$ cat src/rtl/axis_width_downsizer.sv
// axis_width_downsizer
// Splits each S_WIDTH-bit AXI-Stream word into RATIO = S_WIDTH/M_WIDTH narrow
// beats, one beat per cycle. The next word is accepted in the cycle its
// predecessor's last beat leaves, so a continuous stream has no bubbles.
// word_cnt counts words whose final beat has been accepted downstream.

module axis_width_downsizer #(
    parameter int S_WIDTH   = 32,
    parameter int M_WIDTH   = 8,
    parameter int MSB_FIRST = 0,
    parameter int CNT_WIDTH = 16
) (
    input  logic                 axis_clk,
    input  logic                 axis_rst_n,
    input  logic                 s_axis_tvalid,
    output logic                 s_axis_tready,
    input  logic [S_WIDTH-1:0]   s_axis_tdata,
    output logic                 m_axis_tvalid,
    input  logic                 m_axis_tready,
    output logic [M_WIDTH-1:0]   m_axis_tdata,
    output logic [CNT_WIDTH-1:0] word_cnt
);

    localparam int RATIO = S_WIDTH / M_WIDTH;
    localparam int IDX_W = (RATIO > 1) ? $clog2(RATIO) : 1;
    localparam logic [IDX_W-1:0] RATIO_M1 = IDX_W'(RATIO - 1);

    // Two-state control: IDLE waits for a word, SEND drains the hold register.
    localparam logic [0:0] ST_IDLE = 1'b0;
    localparam logic [0:0] ST_SEND = 1'b1;

    if ((S_WIDTH % M_WIDTH) != 0 || RATIO < 2) begin : g_param_check
        $error("axis_width_downsizer: S_WIDTH must be a multiple of M_WIDTH with RATIO >= 2");
    end

    logic [0:0]           r_state;
    logic                 r_rdy_en;
    logic [IDX_W-1:0]     r_idx;
    logic [S_WIDTH-1:0]   r_data_q;
    logic [CNT_WIDTH-1:0] r_word_cnt;

    logic                 w_busy;
    logic                 w_last;
    logic                 w_s_hs;
    logic                 w_m_hs;
    logic [IDX_W-1:0]     w_sel;

    assign w_busy = (r_state == ST_SEND);
    assign w_last = (r_idx == RATIO_M1);

    // Accept a new word when idle, or when the last beat of the current word
    // is leaving this very cycle (keeps the stream gap-free).
    assign s_axis_tready = r_rdy_en && (!w_busy || (m_axis_tready && w_last));
    assign w_s_hs        = s_axis_tvalid && s_axis_tready;
    assign w_m_hs        = w_busy && m_axis_tready;

    // Slice selection: ascending index for LSB-first, mirrored for MSB-first.
    always_comb begin
        w_sel = r_idx;
        if (MSB_FIRST != 0) begin
            w_sel = RATIO_M1 - r_idx;
        end else begin
            w_sel = r_idx;
        end
    end

    assign m_axis_tvalid = w_busy;
    assign m_axis_tdata  = r_data_q[w_sel*M_WIDTH +: M_WIDTH];
    assign word_cnt      = r_word_cnt;

    // Control and data path: load on input handshake, step on output handshake.
    always_ff @(posedge axis_clk or negedge axis_rst_n) begin
        if (!axis_rst_n) begin
            r_state    <= ST_IDLE;
            r_rdy_en   <= 1'b0;
            r_idx      <= '0;
            r_data_q   <= '0;
            r_word_cnt <= '0;
        end else begin
            r_rdy_en <= 1'b1;

            if (w_s_hs) begin
                r_data_q <= s_axis_tdata;
                r_idx    <= '0;
                r_state  <= ST_SEND;
            end else if (w_m_hs) begin
                if (w_last) begin
                    r_state <= ST_IDLE;
                end else begin
                    r_idx <= r_idx + IDX_W'(1);
                end
            end else begin
                r_state <= r_state;
            end

            if (w_m_hs && w_last) begin
                r_word_cnt <= r_word_cnt + CNT_WIDTH'(1);
            end else begin
                r_word_cnt <= r_word_cnt;
            end
        end
    end

endmodule
$ cat config.mk
export PLATFORM = sky130hd
export DESIGN_NAME = axis_width_downsizer
export DESIGN_NICKNAME = d
export VERILOG_FILES = /design/src/rtl/axis_width_downsizer.sv
export SDC_FILE = /design/constraint.sdc
export NUM_CORES = 1
export LEC_CHECK = 0
export CORE_UTILIZATION = 25
export CTS_BUF_LIST = sky130_fd_sc_hd__clkbuf_16
export CTS_CLUSTER_SIZE = 14
export DETAILED_ROUTE_END_ITERATION = 16
export SLEW_MARGIN = 40
export SYNTH_ARGS = -nofsm -noshare
export SYNTH_HDL_FRONTEND = slang
export SYNTH_SLANG_ARGS = --single-unit
$ cat constraint.sdc
create_clock -name axis_clk -period 1.5 [get_ports axis_clk]
set_input_delay 0.3 -clock axis_clk [delete_from_list [all_inputs] [get_ports axis_clk]]
set_output_delay 0.3 -clock axis_clk [all_outputs]
set_load 0.01 [all_outputs]
==> reports/results.ini <==
[worst_setup_path]
critPathKind = flip-flop to output pin
cp-endpoint = m_axis_tdata[5]
reg2reg_from = r_idx[0]$_DFFE_PN0P_
regToRegSetupSlack_ns = -0.24
worstPathMaxFanout = 5
ff2ff_path_depth = 7
r2r_end = r_data_q[11]$_DFFE_PN0P_
cp-end-kind = output pin
cp-startpoint = r_idx[0]$_DFFE_PN0P_
cp.arrival_ns = 1.49
crit_path_start_kind = flip-flop
worstPathRequired_ns = 1.20

[grt]
use_met3_pct = 2.79
grtUsageTotal_pct = 10.5
gr-usage-met1_pct = 13.9
grt_pass1_wl_um = 8050
antenna_found_initial = 0
grt_overflow = 0
gr-max-usage-layer = met2
met2_usage_pct = 17.1
grt_pass1_vias = 1616
grt_max_degree = 53

[clock_network]
cts-htree-levels = 2
clk_latency_ns = 0.28
clock_sinks = 52
cts_buffers = 5
clk_pin_slew_ns = 0.06
cts_max_path_buffers = 2
hold_buffers = 0
cts_tree = built
cts_root_buf = clkbuf_16

[finish]
antenna_cells = 0
finish.net_count = 300
nFillCells = 863
drive_gt1_share_pct = 47.1
final_util_pct = 41.7
syn_to_final_growth_pct = 61.1

[synthesis]
ys_warn_count = 0
synthCells = 151
syn-num-nets = 189
ys_ff_latch = 52
synth_area_um2 = 2390
synth_cell_types = 28
synth.avg_cell_area_um2 = 15.9
yosysSeqAreaShare_pct = 54.3

[pwr]
vdd_drop_max_v = 0.000780
power_density_nw_per_um2 = 1740
leakage_nw = 1.86

[floorplanning]
die_h_um = 99.9
dieArea_um2 = 9980
start_util_pct = 25.9
rows = 35
core_um2 = 9240
fp.dieW_um = 99.9
top_level_ports = 62

[timing]
whs_ns = 0.000309
setup_tns_ns = -9.92
finalSetupViolCount = 51
finClkSkew_ns = 0.00449
hold_violations = 0
slew_viol_final = 0
rsz0062_at_grt = true
worst_slack_ns = -0.290
layout_min_cycle_time_ns = 1.79
fmax_ghz = 0.559
finalCritPeriodShare_pct = 119

[drt]
routed_wl_um = 5270
viasPerCell = 4.05
dr.pass1.iters = 4
drt_iter0_markers = 24
wl_per_cell_um = 13.4
drt.antenna.violating_nets = 0
vias = 1588
drc = 0

[placement]
gp_congestion = 0.689
port_buffers = 61
dp_hpwl_um = 3370

[status]
violations = negative setup slack
status = finished, violations left

[job]
cap_violations = 0

[hold_path]
hold_class = primary input to async pin

layer usage:
| layer | wire length, um | vias up | share of wire [%] |
|---|---|---|---|
| met5 | 0 | - | 0 |
| li1 | - | 758 | - |
| met1 | 2440 | 781 | 46 |
| met2 | 2550 | 44 | 48 |
| met4 | 37 | 0 | 0.70 |
| met3 | 245 | 5 | 4.6 |
logic make-up (layout without fill, tap and decap cells):
logic type | after synthesis | in the layout | share of synthesized area, %
simple gates | 32 | 32 | 8.52
buf+inv | 6 | 118 | 2.25
other cells | 1 | 1 | 0.157
mux | 42 | 42 | 27.8
xor+xnor | 16 | 16 | 5.85
fa+ha+maj | 2 | 2 | 1.04
flops | 52 | 52 | 54.3
placed cells by master, fill, tap and decap left out, types with 2 or more instances in the layout:
cell             instances
nor2_2                   2
and4_1                   3
and3_4                   2
mux2_4                  32
buf_12                   3
clkdlybuf4s50_1         35
clkbuf_16                8
nor3_4                   2
buf_6                   16
xnor2_1                 10
nand2_2                  2
xor2_1                   6
buf_2                    2
mux4_2                   8
nand2_1                  6
dlygate4sd2_1           13
dlymetal6s2s_1           3
dfrtp_1                 51
clkinv_1                 2
nand4_1                  2
buf_4                   35
nand3_1                  4
flip-flops by register name, indices dropped and copies added, names as in the netlist:
| name | count |
|---|---|
| word_cnt | 16 |
| r_data_q | 32 |
| m_axis_tvalid | 1 |
| r_idx | 2 |
| r_rdy_en | 1 |
layout make-up:
class                           instances  area [um2]  share of cell area [%]
Sequential cell                        52        1300                    33.8
Timing Repair Buffer                  110        1090                    28.3
Clock inverter                          3        37.5                   0.973
Multi-Input combinational cell         93        1140                    29.6
Tap cell                              129         161                    4.18
Clock buffer                            5         125                    3.24
timing repair:
| action | in CTS | in global routing |
|---|---|---|
| gates cloned | 1 | 4 |
| endpoints found under the setup margin | 70 | 61 |
| gates resized for setup | 64 | 26 |
| setup buffers | 7 | 3 |
| pin swaps | 3 | 14 |
worst min path at each step:
stage / start / endpoint / slack (ns)
after global placement: axis_rst_n / word_cnt[3]$_DFFE_PN0P_ / 0.32
after detailed placement: axis_rst_n / word_cnt[2]$_DFFE_PN0P_ / 0.32
after CTS: axis_rst_n / word_cnt[10]$_DFFE_PN0P_ / 0.02
final: axis_rst_n / word_cnt[2]$_DFFE_PN0P_ / 0.0003
after global routing: axis_rst_n / r_data_q[6]$_DFFE_PN0P_ / 0.04
after floorplan: axis_rst_n / m_axis_tvalid$_DFFE_PN0P_ / 0.004
Yosys cell counts:
master	n	area, um2
buf_6	4	45.0
nor3_1	1	5.00
and2_1	1	6.26
buf_2	1	5.00
and3_1	2	12.5
ha_1	2	25.0
mux2_4	28	420
nand4_1	2	12.5
nand4_2	1	12.5
and3_2	1	7.51
xor2_1	6	52.6
mux2_1	4	45.0
nand3_2	1	10.0
mux4_2	8	180
nor2_1	3	11.3
buf_1	1	3.75
nand3b_1	1	7.51
and4_1	3	26.3
mux2_2	1	11.3
nand2_1	8	30.0
dfrtp_1	52	1300
conb_1	1	3.75
nand2_2	1	6.26
xnor2_1	10	87.6
mux2i_1	1	10.0
nand3_1	5	25.0
nor3_2	1	10.0
nor4_4	1	21.3
metrics by stage:
stage	cell area [um2]	total power, mW	worst slack (ns)	instances
after global placement	3440	5.17	-0.384	371
after global routing	3860	7.12	-0.339	392
after CTS	3690	6.61	-0.338	387
after detailed placement	3440	5.20	-0.392	371
final	3860	6.70	-0.290	392
after floorplan	2410	3.73	-0.0657	151
power by group:
part	total (mW)	internal [mW]	switching (mW)
registers	2.24	1.92	0.315
logic	3.18	2.15	1.03
clock network	1.28	0.777	0.506
total	6.70	4.85	1.85
critical path, cell delays in order, from the launching register on:
cell     delay [ns]
dfrtp_1        0.38
buf_6          0.16
mux4_2         0.53
buf_6          0.14
(Power assumes the default switching activity.)
